`src/rtl/axil_intc_pkg.sv`:
```
// Shared register map, response codes and FSM encodings for the AXI4-Lite interrupt controller.
package axil_intc_pkg;

    // Byte offsets; decoding uses bits [4:2] only.
    localparam logic [4:0] ISR  = 5'h00;
    localparam logic [4:0] IPR  = 5'h04;
    localparam logic [4:0] IER  = 5'h08;
    localparam logic [4:0] IAR  = 5'h0C;
    localparam logic [4:0] SIE  = 5'h10;
    localparam logic [4:0] CIE  = 5'h14;
    localparam logic [4:0] RSVD = 5'h18;
    localparam logic [4:0] MER  = 5'h1C;

    localparam logic [1:0] RESP_OKAY   = 2'b00;
    localparam logic [1:0] RESP_SLVERR = 2'b10;

    localparam int MER_ME  = 0;
    localparam int MER_HIE = 1;

    typedef enum logic {W_IDLE, W_RESP} w_state_e;
    typedef enum logic {R_IDLE, R_DATA} r_state_e;

endpackage

```
`src/rtl/axil_intc_regif.sv`:
```
// AXI4-Lite slave front end: write and read FSMs turning bus transactions into a simple
// register write strobe and a combinational read port.
module axil_intc_regif
    import axil_intc_pkg::*;
#(
    parameter int ADDR_W = 5
) (
    input  logic              clk,
    input  logic              rst_n,
    input  logic [ADDR_W-1:0] s_awaddr,
    input  logic              s_awvalid,
    output logic              s_awready,
    input  logic [31:0]       s_wdata,
    input  logic              s_wvalid,
    output logic              s_wready,
    output logic [1:0]        s_bresp,
    output logic              s_bvalid,
    input  logic              s_bready,
    input  logic [ADDR_W-1:0] s_araddr,
    input  logic              s_arvalid,
    output logic              s_arready,
    output logic [31:0]       s_rdata,
    output logic [1:0]        s_rresp,
    output logic              s_rvalid,
    input  logic              s_rready,
    output logic              wr_en,
    output logic [ADDR_W-1:0] wr_addr,
    output logic [31:0]       wr_data,
    output logic [ADDR_W-1:0] rd_addr,
    input  logic [31:0]       rd_data,
    input  logic              rd_err
);

    w_state_e    w_state_q, w_state_d;
    r_state_e    r_state_q, r_state_d;
    logic [1:0]  bresp_q, bresp_d;
    logic [1:0]  rresp_q, rresp_d;
    logic [31:0] rdata_q, rdata_d;
    // Holds every ready low while reset is asserted and until the first clock after release.
    logic        live_q, live_d;

    assign wr_addr  = s_awaddr;
    assign wr_data  = s_wdata;
    assign rd_addr  = s_araddr;
    assign s_bresp  = bresp_q;
    assign s_bvalid = (w_state_q == W_RESP);
    assign s_rdata  = rdata_q;
    assign s_rresp  = rresp_q;
    assign s_rvalid = (r_state_q == R_DATA);
    assign live_d   = 1'b1;

    always_comb begin
        w_state_d = w_state_q;
        bresp_d   = bresp_q;
        s_awready = 1'b0;
        s_wready  = 1'b0;
        wr_en     = 1'b0;
        case (w_state_q)
            W_IDLE: begin
                if (live_q && s_awvalid && s_wvalid) begin
                    s_awready = 1'b1;
                    s_wready  = 1'b1;
                    wr_en     = 1'b1;
                    bresp_d   = (s_awaddr[4:2] == RSVD[4:2]) ? RESP_SLVERR : RESP_OKAY;
                    w_state_d = W_RESP;
                end
            end
            W_RESP: begin
                if (s_bready) w_state_d = W_IDLE;
            end
        endcase
    end

    always_comb begin
        r_state_d = r_state_q;
        rdata_d   = rdata_q;
        rresp_d   = rresp_q;
        s_arready = 1'b0;
        case (r_state_q)
            R_IDLE: begin
                s_arready = live_q;
                if (live_q && s_arvalid) begin
                    rdata_d   = rd_err ? 32'd0 : rd_data;
                    rresp_d   = rd_err ? RESP_SLVERR : RESP_OKAY;
                    r_state_d = R_DATA;
                end
            end
            R_DATA: begin
                if (s_rready) r_state_d = R_IDLE;
            end
        endcase
    end

    always_ff @(posedge clk or negedge rst_n) begin
        if (!rst_n) begin
            w_state_q <= W_IDLE;
            r_state_q <= R_IDLE;
            bresp_q   <= 2'b00;
            rresp_q   <= 2'b00;
            rdata_q   <= 32'd0;
            live_q    <= 1'b0;
        end else begin
            w_state_q <= w_state_d;
            r_state_q <= r_state_d;
            bresp_q   <= bresp_d;
            rresp_q   <= rresp_d;
            rdata_q   <= rdata_d;
            live_q    <= live_d;
        end
    end

endmodule

```
`src/rtl/axil_intc_ctrl.sv`:
```
// Interrupt controller core: pending/enable/master-enable registers, edge/level source
// capture and the registered irq to the PS, behind the AXI4-Lite register interface.
module axil_intc_ctrl
    import axil_intc_pkg::*;
#(
    parameter int          NUM_INTR  = 8,
    parameter logic [31:0] EDGE_MASK = 32'hFFFF_FFFF,
    parameter int          ADDR_W    = 5
) (
    input  logic                ACLK,
    input  logic                ARESETn,
    input  logic [NUM_INTR-1:0] intr_in,
    output logic                irq,
    input  logic [ADDR_W-1:0]   S_AXI_AWADDR,
    input  logic                S_AXI_AWVALID,
    output logic                S_AXI_AWREADY,
    input  logic [31:0]         S_AXI_WDATA,
    input  logic [3:0]          S_AXI_WSTRB,
    input  logic                S_AXI_WVALID,
    output logic                S_AXI_WREADY,
    output logic [1:0]          S_AXI_BRESP,
    output logic                S_AXI_BVALID,
    input  logic                S_AXI_BREADY,
    input  logic [ADDR_W-1:0]   S_AXI_ARADDR,
    input  logic                S_AXI_ARVALID,
    output logic                S_AXI_ARREADY,
    output logic [31:0]         S_AXI_RDATA,
    output logic [1:0]          S_AXI_RRESP,
    output logic                S_AXI_RVALID,
    input  logic                S_AXI_RREADY
);

    localparam logic [NUM_INTR-1:0] EDGE_M = EDGE_MASK[NUM_INTR-1:0];

    logic                wr_en;
    logic [ADDR_W-1:0]   wr_addr;
    logic [31:0]         wr_data;
    logic [ADDR_W-1:0]   rd_addr;
    logic [31:0]         rd_data;
    logic                rd_err;
    logic [NUM_INTR-1:0] isr_q, isr_d;
    logic [NUM_INTR-1:0] ier_q, ier_d;
    logic [NUM_INTR-1:0] intr_prev_q, intr_prev_d;
    logic [NUM_INTR-1:0] hw_set;
    logic [NUM_INTR-1:0] wdat;
    logic                me_q, me_d;
    logic                hie_q, hie_d;
    logic                irq_q, irq_d;
    logic                unused_bits;

    // WSTRB, sub-word address bits and data bits above NUM_INTR carry no meaning here.
    assign unused_bits = ^{S_AXI_WSTRB, wr_data, wr_addr, rd_addr};
    assign irq         = irq_q;

    axil_intc_regif #(.ADDR_W(ADDR_W)) u_regif (
        .clk       (ACLK),
        .rst_n     (ARESETn),
        .s_awaddr  (S_AXI_AWADDR),
        .s_awvalid (S_AXI_AWVALID),
        .s_awready (S_AXI_AWREADY),
        .s_wdata   (S_AXI_WDATA),
        .s_wvalid  (S_AXI_WVALID),
        .s_wready  (S_AXI_WREADY),
        .s_bresp   (S_AXI_BRESP),
        .s_bvalid  (S_AXI_BVALID),
        .s_bready  (S_AXI_BREADY),
        .s_araddr  (S_AXI_ARADDR),
        .s_arvalid (S_AXI_ARVALID),
        .s_arready (S_AXI_ARREADY),
        .s_rdata   (S_AXI_RDATA),
        .s_rresp   (S_AXI_RRESP),
        .s_rvalid  (S_AXI_RVALID),
        .s_rready  (S_AXI_RREADY),
        .wr_en     (wr_en),
        .wr_addr   (wr_addr),
        .wr_data   (wr_data),
        .rd_addr   (rd_addr),
        .rd_data   (rd_data),
        .rd_err    (rd_err)
    );

    always_comb begin
        hw_set      = (intr_in & ~intr_prev_q & EDGE_M) | (intr_in & ~EDGE_M);
        wdat        = wr_data[NUM_INTR-1:0];
        intr_prev_d = intr_in;
        isr_d       = isr_q;
        ier_d       = ier_q;
        me_d        = me_q;
        hie_d       = hie_q;
        if (wr_en) begin
            case (wr_addr[4:2])
                ISR[4:2]: if (!hie_q) isr_d = isr_q | wdat;
                IAR[4:2]: isr_d = isr_q & ~wdat;
                IER[4:2]: ier_d = wdat;
                SIE[4:2]: ier_d = ier_q | wdat;
                CIE[4:2]: ier_d = ier_q & ~wdat;
                MER[4:2]: begin
                    me_d  = wr_data[MER_ME];
                    hie_d = hie_q | wr_data[MER_HIE];
                end
                default: ;
            endcase
        end
        // Applied after the acknowledge so a same-cycle source event keeps the bit pending.
        isr_d = isr_d | hw_set;
        irq_d = me_q & (|(isr_q & ier_q));
    end

    always_comb begin
        rd_data = 32'd0;
        rd_err  = 1'b0;
        case (rd_addr[4:2])
            ISR[4:2]:  rd_data = 32'(isr_q);
            IPR[4:2]:  rd_data = 32'(isr_q & ier_q);
            IER[4:2]:  rd_data = 32'(ier_q);
            MER[4:2]:  rd_data = {30'd0, hie_q, me_q};
            RSVD[4:2]: rd_err  = 1'b1;
            default: ;
        endcase
    end

    always_ff @(posedge ACLK or negedge ARESETn) begin
        if (!ARESETn) begin
            isr_q       <= '0;
            ier_q       <= '0;
            intr_prev_q <= '0;
            me_q        <= 1'b0;
            hie_q       <= 1'b0;
            irq_q       <= 1'b0;
        end else begin
            isr_q       <= isr_d;
            ier_q       <= ier_d;
            intr_prev_q <= intr_prev_d;
            me_q        <= me_d;
            hie_q       <= hie_d;
            irq_q       <= irq_d;
        end
    end

endmodule
```
`config.mk`:
```
export PLATFORM = sky130hd
export DESIGN_NAME = axil_intc_ctrl
export DESIGN_NICKNAME = d
export VERILOG_FILES = /design/src/rtl/axil_intc_pkg.sv /design/src/rtl/axil_intc_regif.sv /design/src/rtl/axil_intc_ctrl.sv
export SDC_FILE = /design/constraint.sdc
export NUM_CORES = 1
export LEC_CHECK = 0
export CAP_MARGIN = 40
export CORE_MARGIN = 10
export CORE_UTILIZATION = 35
export CTS_CLUSTER_SIZE = 14
export DETAILED_ROUTE_END_ITERATION = 8
export GPL_TIMING_DRIVEN = 0
export PLACE_DENSITY = 0.69
export SLEW_MARGIN = 40
export SYNTH_ARGS = -nofsm -noshare
export SYNTH_HDL_FRONTEND = slang
export SYNTH_SLANG_ARGS = --single-unit
```
`constraint.sdc`:
```
create_clock -name ACLK -period 2.65 [get_ports ACLK]
set_clock_uncertainty 0.2 [all_clocks]
set_input_delay 0.53 -clock ACLK [delete_from_list [all_inputs] [get_ports ACLK]]
set_output_delay 0.53 -clock ACLK [all_outputs]
set_load 0.05 [all_outputs]
```
Word-level counts from Yosys, hierarchy flattened
Index checks and enable logic that the tools add are counted.
{"block": "word_totals", "regBits": 66, "latch_bits": 0, "mem_bits_rw": 0, "rom_bits": 0, "inputBits": 61, "wordCells": 64, "mem_count": 0}
{"block": "classes", "n_addsub": 0, "mul": 0, "div_mod_pow": 0, "n_lt_le_gt_ge": 0, "eq_ne": 10, "shifts": 0, "n_mux": 17, "n_bitwise": 14, "reduce_logical": 11}
{"cell": "8-bit AND", "n": 5}
{"cell": "8-bit case mux with 4 select lines", "n": 1}
{"cell": "8-bit 2-to-1 mux", "n": 3}
{"cell": "8-bit bitwise OR", "n": 3}
{"cell": "8-bit case mux with 3 select lines", "n": 1}
{"cell": "3-bit == test (second input constant)", "n": 6}
{"cell": "8-bit NOT", "n": 2}
{"cell": "8-bit case mux with 2 select lines", "n": 1}
{"cell": "3-bit by 2-bit == test with 1-bit output (second input constant)", "n": 3}
{"cell": "2-bit AND reduction", "n": 4}
{"cell": "8-bit OR reduction", "n": 1}
{"cell": "1-bit 2-to-1 mux", "n": 7}
{"cell": "3-bit zero test", "n": 2}
{"cell": "2-bit 2-to-1 mux", "n": 2}
{"cell": "1-bit case mux with 2 select lines", "n": 2}
{"cell": "3-bit by 1-bit == test with 1-bit output (second input constant)", "n": 1}
{"cell": "1-bit logical AND", "n": 3}
{"cell": "3-bit nonzero test", "n": 1}
{"cell": "1-bit NOT", "n": 2}
{"cell": "1-bit AND", "n": 1}
{"cell": "1-bit bitwise OR", "n": 1}

Depth between registers and ports, before layout
{"block": "logic_depth", "depth_word": 6, "mapped_depth": 5}

By module
From an unflattened synthesis, not the netlist that was laid out.
{"block": "unflattened", "cells_unflattened": 316, "hier_area_um2": 3597.2}
{"module": "axil_intc_regif", "n_inst": 1, "cells_per_inst": 166, "area_each_um2": 2125.8}
{"module": "axil_intc_ctrl", "n_inst": 1, "cells_per_inst": 150, "area_each_um2": 1471.4}

Least setup slack after synthesis
No wires, ideal clock.
{"block": "synth_timing", "kind": "reg-to-output", "from": "register u_regif.w_state_q (netlist: u_regif.s_bvalid)", "to": "output port S_AXI_WREADY", "t_arrival_ps": 1567, "slack_ps": 353, "stages_incl_launch_ff": 5, "n_path_buf": 2, "cell_sequence": "dfrtp_1 > nand4b_1 > inv_2 > buf_2 > buf_4"}
{"block": "synth_between", "elab_chain_cells": 1}
{"element": "from (decl)", "line": "axil_intc_regif.sv:34", "source": "w_state_e w_state_q, w_state_d;"}
{"element": "from (signal assigned)", "line": "axil_intc_regif.sv:103", "source": "w_state_q <= w_state_d;"}
{"element": "1-bit 2-to-1 mux"}
{"element": "to (decl)", "line": "axil_intc_ctrl.sv:20", "source": "output logic S_AXI_WREADY,"}
Every way passes these cells.

Final worst setup path
{"block": "layout_timing", "from": "input port S_AXI_AWVALID", "to": "output port S_AXI_WREADY"}
{"block": "layout_between", "elab_chain_cells": 4}
{"element": "from (decl)", "line": "axil_intc_ctrl.sv:15", "source": "input logic S_AXI_AWVALID,"}
{"element": "1-bit logical AND (2 in a row)", "line": "axil_intc_regif.sv:60", "source": "if (live_q && s_awvalid && s_wvalid) begin"}
{"element": "1-bit 2-to-1 mux", "line": "axil_intc_regif.sv:60"}
{"element": "1-bit 2-to-1 mux", "line": "axil_intc_regif.sv:58", "source": "case (w_state_q)"}
Every way passes these cells.

==> flow_metrics.py <==
metrics = {
    "finish": {
        "drive_gt1_share_pct": 16.12,
        "final_cell_mix": "dfrtp_1 (40), clkdlybuf4s50_1 (40), buf_4 (29)",
        "fin_area_mm2": 0.003013,
        "area_growth_pct": 34.00,
        "nets": 364,
        "n_antenna_cell": 0,
        "layoutNonFillerInstCount": 381,
    },
    "grt": {
        "antenna_found_initial": 0,
        "first_global_vias": 1966,
        "grt_pass1_wl_mm": 10.13,
        "gr-total-overflow": 0,
        "grt_start_max_net_pins": 41,
        "grtUsageTotal_pct": 12.19,
    },
    "synth": {
        "synthDistinctLibCells": 35,
        "syn_inst": 229,
        "syn-cell-area_mm2": 0.002248,
        "synthMuxAreaShare_pct": 0.4452,
        "synth_top_area_share_pct": 44.52,
        "yosysWarnings": 0,
        "ys_ff_latch": 40,
        "avgSynthCellArea_um2": 9.818,
        "yosysTopAreaCell": "dfrtp_1",
        "synth_top_family_by_area": "compound AO/OA/AOI/OAI gates",
        "synth_fa_ha_area_share_pct": 0,
        "synthXorXnorAreaFrac_pct": 0.7234,
        "seq_area_frac_synth_pct": 44.52,
        "synth_compound_area_share_pct": 25.88,
        "synthSimpleGateAreaFrac_pct": 12.47,
        "synth.area.top_cells": "dfrtp_1 (45%), buf_4 (9.3%), a41o_1 (3.6%), nor3_1 (3.6%), a41oi_1 (3.5%)",
    },
    "sta": {
        "fmax_mhz": 384.0,
        "slew_headroom_pct": 55.91,
        "hold_viol_final": 7,
        "final_max_slew_viol_count": 0,
        "worstMarginPinSlew_ns": 0.6589,
        "fin_crit_sh_pct": 98.26,
        "fin_ws_ns": 0.04613,
        "holdWs_ns": -0.008313,
        "setup_violations": 0,
        "rsz0062_at_grt": "false",
        "finalCriticalPeriod_ns": 2.604,
    },
    "floorplanning": {
        "num_io_pins": 103,
        "die_x_um": 100.2,
        "die_area_mm2": 0.01003,
        "core.rowCount": 29,
        "die_h_um": 100.2,
        "core-area_mm2": 0.006277,
        "initial_core_util_pct": 35.82,
    },
    "drt": {
        "vias": 1975,
        "drt-total-wl_mm": 6.111,
        "dr.pass1.iters": 4,
        "wl_per_cell_um": 16.04,
        "drt-initial-drc-count": 193,
        "final_antenna_net_count": 0,
        "vias_per_cell": 5.184,
        "post-route-drc-count": 0,
    },
    "place": {
        "place_area_mm2": 0.002867,
        "dp_slack_ns": -0.6642,
        "hpwl_mm": 4.648,
        "dpl.cell_count": 374,
        "place.gp.congestion": 0.8854,
        "io_buffers": 43,
    },
    "clock_network": {
        "tritoncts": "yes",
        "htreeDepth": 2,
        "insertion_delay_ns": 0.30,
        "cts_root_buf": "clkbuf_8",
        "clk_pin_slew_ns": 0.07,
        "cts_buffer_depth": 2,
        "cts_setup_buffers": 0,
        "cts_buffers": 5,
        "cts.hold.buffers_added": 0,
        "cts_num_sinks": 40,
    },
    "setup_path": {
        "start_kind": "input pin",
        "rr_startpoint": "u_regif.s_bvalid",
        "startpoint": "S_AXI_AWVALID",
        "cp.arrival_ns": 1.87,
        "required_ns": 1.92,
        "path_delay_family": "buffers and inverters",
        "path_max_fanout": 17,
        "crit_slowest_cell": "clkdlybuf4s50_1",
        "path_class": "input pin to output port",
        "end_kind": "output port",
        "path_buf_inv": 4,
        "crit_chain": "clkdlybuf4s50_1 -> nand4b_1 -> inv_4 -> buf_4 -> buf_2",
        "critPathMaxStageDelay_ns": 0.46,
        "r2r_setup_slack_ns": 0.74,
        "rr_endpoint": "ier_q[0]",
        "rr_worst_depth": 5,
    },
    "status": {
        "violations": "negative hold slack",
        "status": "finished, violations left",
    },
    "pwr": {
        "power_density_mw_per_mm2": 609.9,
        "peakVddDrop_uv": 401.8,
        "power_mw": 1.838,
        "p_leak_nw": 1.383,
    },
    "flow_run": {
        "maxCapViolations": 0,
    },
    "min_path": {
        "hp-class": "input pin to async pin",
    },
}
[registers in the layout (all words and copies together), names as in the netlist, 8 cells and up]
name             flops
ier_q                8
intr_prev_q          8
isr_q                8
u_regif.s_rdata      8
[through the flow]
step	util, %	setup TNS, ns
global route	48.00	0
detailed placement	45.66	-1.238
global placement	45.70	-7.029
floorplan	-	0
CTS	47.96	0
finish	48.00	0
[worst max-delay path by stage]
stage | endpoint | slack [ns] | cells after the start
after floorplan | S_AXI_WREADY | 0.35 | 4
after global placement | S_AXI_WREADY | -0.66 | 6
after detailed placement | S_AXI_WREADY | -0.66 | 6
after CTS | S_AXI_WREADY | 0.01 | 5
after global routing | S_AXI_WREADY | 0.005 | 5
final | S_AXI_WREADY | 0.05 | 5
[synthesized netlist by cell type]
cell,count
a211oi_1,10
buf_4,28
a31oi_1,9
conb_1,2
buf_2,8
a41o_1,8
inv_1,21
xnor2_2,1
and4_1,2
nand3b_1,2
nor2b_1,3
o21ai_1,2
a22o_1,5
o31ai_1,2
o21bai_1,1
a22oi_1,4
clkbuf_1,4
or3_1,1
a41oi_1,9
or2_1,1
nand4b_1,1
o32ai_1,8
nor2_1,2
nor4bb_1,2
dfrtp_1,40
nand2_1,7
o21ai_0,3
nand2b_1,8
inv_2,2
mux2i_1,1
nor3_1,16
a32o_1,5
o22ai_1,8
nor3b_1,2
and3b_1,1
[repair_timing]
action / CTS / global route
endpoints found under the setup margin: 2 / 1
gates resized for setup: 10 / 1
gates cloned: 0 / 0
[final cells by class]
| class | count | area [um2] |
|---|---|---|
| Sequential cell | 40 | 1001 |
| Inverter | 23 | 88.84 |
| Tap cell | 77 | 96.34 |
| Timing Repair Buffer | 43 | 417.9 |
| Multi-Input combinational cell | 151 | 989.7 |
| Fill cell | 612 | 3264 |
| Clock buffer | 5 | 68.82 |
| Buffer | 39 | 260.3 |
| Clock inverter | 3 | 90.09 |
[power by group]
group | internal [mW] | switching (mW) | leakage (nW) | total (mW)
clock network | 0.471 | 0.223 | 0.0784 | 0.694
logic | 0.161 | 0.303 | 0.822 | 0.464
registers | 0.651 | 0.0275 | 0.483 | 0.679
total | 1.28 | 0.554 | 1.38 | 1.84
[cells by family after synthesis]
logic type | Yosys count
xor gates and xnor gates | 1
buffers and inverters | 63
DFF | 40
muxes | 1
other | 2
and+or+nand+nor | 48
AOI/OAI and AO/OA | 74
[metal layers]
layer / vias to the layer above / track usage, % / part of all wire, %
met5: - / 0 / 0
met4: 0 / 3.696 / 0.20
met3: 2 / 4.396 / 9.8
met2: 79 / 19.14 / 48
met1: 934 / 15.28 / 42
li1: 960 / - / -
Power figures use the tool's default switching activity.
